===== config.mk =====
export PLATFORM = sky130hd
export DESIGN_NAME = registrador_resultado
export DESIGN_NICKNAME = d
export VERILOG_FILES = /design/src/rtl/ula_pkg.sv /design/src/rtl/buffer_saida.sv /design/src/rtl/registrador_resultado.sv
export SDC_FILE = /design/constraint.sdc
export NUM_CORES = 1
export LEC_CHECK = 0
export CORE_ASPECT_RATIO = 0.5
export CORE_MARGIN = 1.5
export CORE_UTILIZATION = 52
export CTS_CLUSTER_SIZE = 16
export DETAILED_ROUTE_END_ITERATION = 7
export PLACE_DENSITY = 0.83
export SETUP_SLACK_MARGIN = 0.5
export SYNTH_ARGS = -nofsm -noshare
export SYNTH_HDL_FRONTEND = slang
export SYNTH_HIERARCHICAL = 1
export SYNTH_SLANG_ARGS = --single-unit

===== constraint.sdc =====
create_clock -name clk -period 4 [get_ports clk]
set_input_delay 0.6 -clock clk [delete_from_list [all_inputs] [get_ports clk]]
set_output_delay 0.6 -clock clk [all_outputs]
set_load 0.01 [all_outputs]

===== src/rtl/ula_pkg.sv =====
// Shared types for the ALU result path: op codes, buffered entry layout
// and buffer occupancy states.
package ula_pkg;
   parameter int numeroBits = 8;

   typedef enum logic [1:0] {OP_AND, OP_OR, OP_ADD, OP_SUB} op_t;

   typedef struct packed {
      logic signed [numeroBits-1:0] saida;
      logic                         flag;
      op_t                          op;
   } entrada_t;

   typedef enum logic [1:0] {VAZIO = 2'd0, UM = 2'd1, CHEIO = 2'd2} ocupacao_t;
endpackage


===== src/rtl/buffer_saida.sv =====
// Generic 2-entry FIFO of entrada_t. When empty, the head shows the last
// popped entry so downstream data holds its value.
module buffer_saida
   import ula_pkg::*;
#(
   parameter int PROFUNDIDADE = 2
) (
   input  logic     clk,
   input  logic     reset,
   input  logic     i_push,
   input  logic     i_pop,
   input  entrada_t i_dado,
   output entrada_t o_dado,
   output logic     o_full,
   output logic     o_empty
);
   entrada_t  r_mem [PROFUNDIDADE];
   entrada_t  r_ultimo;
   logic      r_wr;
   logic      r_rd;
   ocupacao_t r_estado;
   ocupacao_t w_estado_n;
   logic      w_push;
   logic      w_pop;

   assign o_full  = (r_estado == CHEIO);
   assign o_empty = (r_estado == VAZIO);
   assign w_push  = i_push && !o_full;
   assign w_pop   = i_pop && !o_empty;
   assign o_dado  = o_empty ? r_ultimo : r_mem[r_rd];

   always_ff @(posedge clk) begin
      if (reset) r_estado <= VAZIO;
      else       r_estado <= w_estado_n;
   end

   always_comb begin
      w_estado_n = r_estado;
      case (r_estado)
         VAZIO:   if (w_push) w_estado_n = UM;
         UM: begin
            if (w_push && !w_pop)      w_estado_n = CHEIO;
            else if (w_pop && !w_push) w_estado_n = VAZIO;
         end
         CHEIO:   if (w_pop) w_estado_n = UM;
         default: w_estado_n = VAZIO;
      endcase
   end

   // 1-bit pointers wrap naturally modulo the depth of 2
   always_ff @(posedge clk) begin
      if (reset) begin
         r_wr     <= 1'b0;
         r_rd     <= 1'b0;
         r_ultimo <= '0;
      end else begin
         if (w_push) begin
            r_mem[r_wr] <= i_dado;
            r_wr        <= r_wr + 1'b1;
         end
         if (w_pop) begin
            r_ultimo <= r_mem[r_rd];
            r_rd     <= r_rd + 1'b1;
         end
      end
   end
endmodule


===== src/rtl/registrador_resultado.sv =====
// ALU result stage: flag masking, zero/neg status, sticky overflow and an
// overflow event counter present only when REG_RESULTADO_CONTADOR_EN is defined.
module registrador_resultado
   import ula_pkg::*;
#(
   parameter int PROFUNDIDADE = 2,
   parameter int LARGURA_CONT = 8
) (
   input  logic                         clk,
   input  logic                         reset,
   input  logic                         in_valid,
   output logic                         in_ready,
   input  logic signed [numeroBits-1:0] in_saida,
   input  logic                         in_flag,
   input  logic [1:0]                   in_op,
   output logic                         out_valid,
   input  logic                         out_ready,
   output logic signed [numeroBits-1:0] out_saida,
   output logic                         out_flag,
   output logic [1:0]                   out_op,
   output logic                         out_zero,
   output logic                         out_neg,
   input  logic                         clr_flag,
   output logic                         sticky_ovf,
   output logic [LARGURA_CONT-1:0]      cont_ovf
);
   logic     w_push;
   logic     w_pop;
   logic     w_full;
   logic     w_empty;
   logic     w_flag_mask;
   logic     w_evento;
   entrada_t w_ent;
   entrada_t w_head;
   logic     r_sticky;

   // Only arithmetic ops (op[1]=1) can overflow; logic ops never store a flag
   assign w_flag_mask = in_flag && in_op[1];
   assign w_ent       = '{saida: in_saida, flag: w_flag_mask, op: op_t'(in_op)};

   assign in_ready  = !reset && !w_full;
   assign out_valid = !w_empty;
   assign w_push    = in_valid && in_ready;
   assign w_pop     = out_valid && out_ready;
   assign w_evento  = w_push && w_flag_mask;

   buffer_saida #(.PROFUNDIDADE(PROFUNDIDADE)) u_buf (
      .clk     (clk),
      .reset   (reset),
      .i_push  (w_push),
      .i_pop   (w_pop),
      .i_dado  (w_ent),
      .o_dado  (w_head),
      .o_full  (w_full),
      .o_empty (w_empty)
   );

   assign out_saida = w_head.saida;
   assign out_flag  = w_head.flag;
   assign out_op    = w_head.op;
   assign out_zero  = out_valid && (w_head.saida == '0);
   assign out_neg   = out_valid && w_head.saida[numeroBits-1];

   // Set has priority over clear
   always_ff @(posedge clk) begin
      if (reset)         r_sticky <= 1'b0;
      else if (w_evento) r_sticky <= 1'b1;
      else if (clr_flag) r_sticky <= 1'b0;
   end
   assign sticky_ovf = r_sticky;

`ifdef REG_RESULTADO_CONTADOR_EN
   localparam logic [LARGURA_CONT-1:0] CONT_MAX = '1;
   logic [LARGURA_CONT-1:0] r_cont;

   always_ff @(posedge clk) begin
      if (reset) begin
         r_cont <= '0;
      end else if (w_evento) begin
         if (clr_flag)              r_cont <= LARGURA_CONT'(1);
         else if (r_cont != CONT_MAX) r_cont <= r_cont + 1'b1;
      end else if (clr_flag) begin
         r_cont <= '0;
      end
   end
   assign cont_ovf = r_cont;
`else
   assign cont_ovf = '0;
`endif
endmodule


Word level (Yosys, flattened, before mapping)
Memories as Yosys holds them, arrays and structs flattened. A register that Yosys moved wholly into a read port is not among the register bits. Cells that the tools add are included.

Bits in latches: 0. Logic and storage cells: 48. RAM bits: 22. Memory bits (read-only): 0. Output and inout bits: 24. Register bits: 16. Memories: 1. Input port bits: 16.

Shift-type cells: 0. $lt $le $gt $ge: 0. Multiplexer cells: 13. Div/mod/pow operators: 0. Eq/ne operators: 5. Reduce and logical (&&, ||, !) cells: 20. Multiply operators: 0. Bitwise logic cells: 0. Add/sub/neg operators: 2.

Memory list: u_buf.r_mem (depth 2, bits a word 11, read ports 1, clocked after memory_dff 1, write ports 1, line buffer_saida.sv:17) `entrada_t r_mem [PROFUNDIDADE];`.

Operator list (number): $logic_and A1 B1 Y1 (11); $mux W11 (1); $logic_not A8 Y1 (1); $mux W2 (4); $mux W1 (7); $pmux W2 S3 (1); $logic_not A1 Y1 (5); $ne A2 B2 Y1 const B (2); $ne A3 B1 Y1 const B (1); $reduce_and A3 Y1 (1); $add A1 B1 Y1 const B (2); $eq A2 B1 Y1 const B (1); $eq A2 B2 Y1 const B (1); $logic_not A2 Y1 (1); $reduce_bool A2 Y1 (1).

Depth between registers and ports, before layout
Depth after elaboration: 10. Depth in mapped cells: 9. Depth with buffers taken out: 7.

Hierarchy
Netlist, hierarchy kept.

By module, submodules not included: buffer_saida (cells each 123, times used 1, area each 1503.9 um^2); registrador_resultado (cells each 22, times used 1, area each 166.4 um^2).

Worst setup path before layout
OpenSTA, ideal clock, no wires.

Path kind: register -> output. Start: reg u_buf.r_estado[1]. End: out out_zero. Buffers on the path: 2. Stages on the path, launching flop included: 8. Setup slack: 1575 ps. Data required time: 3400 ps. Arrival time: 1825 ps. Cells stage by stage: dfxtp_1 or2_1 buf_2 buf_6 nor2_1 a21oi_1 or4_4 nor4_2.

Longest elaborated chain between the ends: 4. Elaborated cells on any way between the ends: 5. Those cells by class: 1 x mux; 4 x reduce/logical.

RTL lines: from (decl) (line buffer_saida.sv:21) `ocupacao_t r_estado;`; from (signal assigned) (line buffer_saida.sv:34) `else r_estado <= w_estado_n;`; $logic_not A2 Y1 (line buffer_saida.sv:27) `assign o_empty = (r_estado == VAZIO);`; $mux W11 (line buffer_saida.sv:30) `assign o_dado = o_empty ? r_ultimo : r_mem[r_rd];`; net out_saida[2] (line registrador_resultado.sv:18) `output logic signed [numeroBits-1:0] out_saida,`; $logic_not A8 Y1 (line registrador_resultado.sv:61) `assign out_zero = out_valid && (w_head.saida == '0);`; $logic_and A1 B1 Y1 (line registrador_resultado.sv:61); to (decl) (line registrador_resultado.sv:21) `output logic out_zero,`.

The timed path passes the listed nets, and every way through them passes these cells.

Worst setup path after layout
Start: reg u_buf.r_estado[1]. End: out out_zero.

Longest elaborated chain between the ends: 4. Elaborated cells on any way between the ends: 5. Those cells by class: 1 x mux; 4 x reduce/logical.

RTL lines (line): $logic_not A2 Y1 * (buffer_saida.sv:27); $mux W11 (buffer_saida.sv:30); $logic_not A8 Y1 (registrador_resultado.sv:61); $logic_and A1 B1 Y1 * (registrador_resultado.sv:61).

Mark *: on every way between the ends. The rest lies on a longest branch, timed or not.

==> metrics.md <==
| Metric | Value |
|---|---|
| RSZ-0062 raised after global routing | false |
| Register bit count reported by yosys | 39 |
| Status | finished, final reports clean |
| YS warnings | 6 |
| Clock Skew | 6.54 ps |
| Initial Util | 0.551 |
| PwrDens | about 440 nW/um2 |
| GRT Overall Usage | 0.204 |
| Detailed-route vias per instance | between 5 and 6 |
| CP Launch Type | flop |
| Pins Over Slew Limit | 0 |
| H-Tree Depth | 2 |
| Yosys top cell area share | 0.396 |
| Die width | between 80 and 90 um |
| Initial antenna violation count | 0 |
| Die height | 43.1 um |
| Setup_tns | 0 ps |
| CP arrival | approximately 2700 ps |
| Commonest non-fill, non-tap cell in the layout | clkdlybuf4s50_1 |
| Num CTS Buffers | 5 |
| Cell taking the most area after synthesis | edfxtp_1 |
| Critical path cell sequence | or2_2 > nor2_1 > a21oi_1 > or4_4 > nor4_2 > clkdlybuf4s50_1 |
| Area grow syn2layout | 24.3% |
| Hold Buf Count CTS | 0 |
| First-pass GRT wire length | between 5000 and 6000 um |
| Main flop type after synthesis | edfxtp_1 |
| Count of final hold-check violations | 0 |
| CP Max Fanout | 23 |
| Final nets | 193 |
| Commonest non-fill, non-tap cells in the layout | clkdlybuf4s50_1, nor2_1, edfxtp_1 |
| Residual DRC | 0 |
| Starting DRT DRC Count | 88 |
| Setup Crit Path Kind | reg2out |
| Die area | roughly 3600 um2 |
| Total grt overflow | 0 |
| Clock period minus worst slack | around 3300 ps |
| PortBufs | 31 |
| CTS tree | done |
| GPL Wtd Cong | approximately 0.8 |
| Fin crit share | 0.819 |
| Vias in the first global route | 1044 |
| Final WL | between 3000 and 4000 um |
| CORE AREA | 3030 um2 |
| I/O pin count | 40 |
| Clock Pin Slew Worst Setup and Hold Paths | 70 ps |
| Clk Latency, worst-skew pair | around 300 ps |
| Cell Area, Synth | ~1700 um2 |
| Routed wl met2 | 1470 um |
| Rows | 14 |
| Synthesized instance count | between 100 and 150 |
| Met3 WL | ~300 um |
| Number of synthesized flops with an enable pin | 22 |
| Diodes inserted | 0 |
| Lkg Pwr | approximately 0.7 nW |
| WP buf/inv | 1 |
| TritonRoute pass-1 iters | 4 |
| Asr flop ratio synth | 0 |
| Antenna Nets Post-Route | 0 |
| Register area share after synthesis | 0.599 |
| Slowest-stage cell, CP | or4_4 |
| Clock root buffer | clkbuf_8 |
| DR vias | approximately 1100 |
| Layout cell share with drive strength beyond 1 | 0.101 |
| CTS Sinks | 39 |
| CP top delay family | simple AND/OR/NAND/NOR gates |
| Worst setup EP type | output port |
| Maximum Capacitance Violations | 0 |
| Hpwl dp | approximately 2300 um |
| Largest net degree at the start of global routing | 24 |
| Top sig layer | met4 |
| Peak VDD IR | 0.297 mV |
| Top cells by area, synth | edfxtp_1, dfxtp_1, mux2i_1 |
| Worst EP required | between 3000 and 4000 ps |
| Metal-1 WL | around 1400 um |
| Peak Freq | just over 0.3 GHz |
| Final setup fails | 0 |
| Crit-path max cell delay | about 560 ps |
| Placed Cells | 210 |
| DR WL/cell | 14.7 um |
| Synth cell types | 30 |
| Final cell count without fillers | 218 |
| Mapped Avg Cell Area | approximately 12 um2 |
| Clk buf depth | 2 |
| Hold WC Path Type | reg2reg |
| Layout fillers | 230 |
==> synth_stat cells (all sizes together) (2+ instances only) <==
cell type  count
nor2          25
edfxtp        22
dfxtp         17
buf           15
a21oi         14
a211oi        12
mux2i         12
inv            4
or3            3
and2           2
nand2b         2
nor2b          2
nor3b          2
==> worst min-delay path: stages (launching register included) <==
cell and delay [ps]:
dfxtp_1 320, nor2_1 90, a211oi_1 50
==> metal layers <==
metal,track usage,vias to the layer above
li1,-,568
met1,0.265,519
met2,0.304,45
met3,0.0817,4
met4,0.0900,0
met5,0,-
==> state kept, by name, indices dropped and copies added, names as in the netlist, named ones only <==
signal and flops:
u_buf/r_estado 2, u_buf/r_mem 22, sticky_ovf 1, u_buf/r_wr 1, u_buf/r_rd 1, u_buf/r_ultimo 11
==> layout make-up <==
class	instances	area, um2	area share
clock buffer	5	68.8	0.0332
sequential	39	1000	0.483
clock inverter	3	43.8	0.0211
multi-input combinational	93	563	0.271
inverter	4	15.0	0.00723
timing repair buffer	34	333	0.160
tap	40	50.0	0.0241
==> metrics by stage <==
stage          instance area (um2)  power [mW]  setup slack, ps   util  hold slack [ps]
3_5_place_dp                  1960       0.590              883  0.647              495
3_3_place_gp                  1960       0.585              935  0.647              457
2_1_floorplan                 1700       0.533             1570      -              467
4_1_cts                       2070       0.914              551  0.685              506
5_1_grt                       2080       0.942              568  0.685              519
6_report                      2080       0.906              723  0.685              502
==> cell families after synthesis <==
group	count (synthesis)	synth area share
multiplexers	12	0.0719
flip-flops	39	0.599
XOR/XNOR	1	0.00524
buffers and inverters	20	0.0794
other	1	0.00225
AND/OR/NAND/NOR	43	0.133
AO/OA/AOI/OAI	29	0.109
==> repair_timing <==
action                     CTS  global route
setup buffers                0             0
gates resized for setup      0             2
setup endpoints to repair    0             1
==> where the power goes <==
part / internal [mW] / switching [mW] / leakage (nW) / total, mW
sequential: 0.434 / 0.00724 / 0.338 / 0.442
clock: 0.185 / 0.140 / 0.0581 / 0.325
combinational: 0.0714 / 0.0674 / 0.302 / 0.139
==> path summary, 6_finish.rpt <==
kind | start | to | slack, ps | depth (start not counted)
min reg2reg | u_buf/r_ultimo[9] | u_buf/r_ultimo[9] | 500 | 2
max | u_buf/r_estado[1] | out_zero | 720 | 6
max reg2reg | u_buf/r_estado[1] | u_buf/r_ultimo[5] | 1820 | 6
min | u_buf/r_ultimo[9] | u_buf/r_ultimo[9] | 500 | 2
No activity file was read; power rests on OpenSTA's default activity.
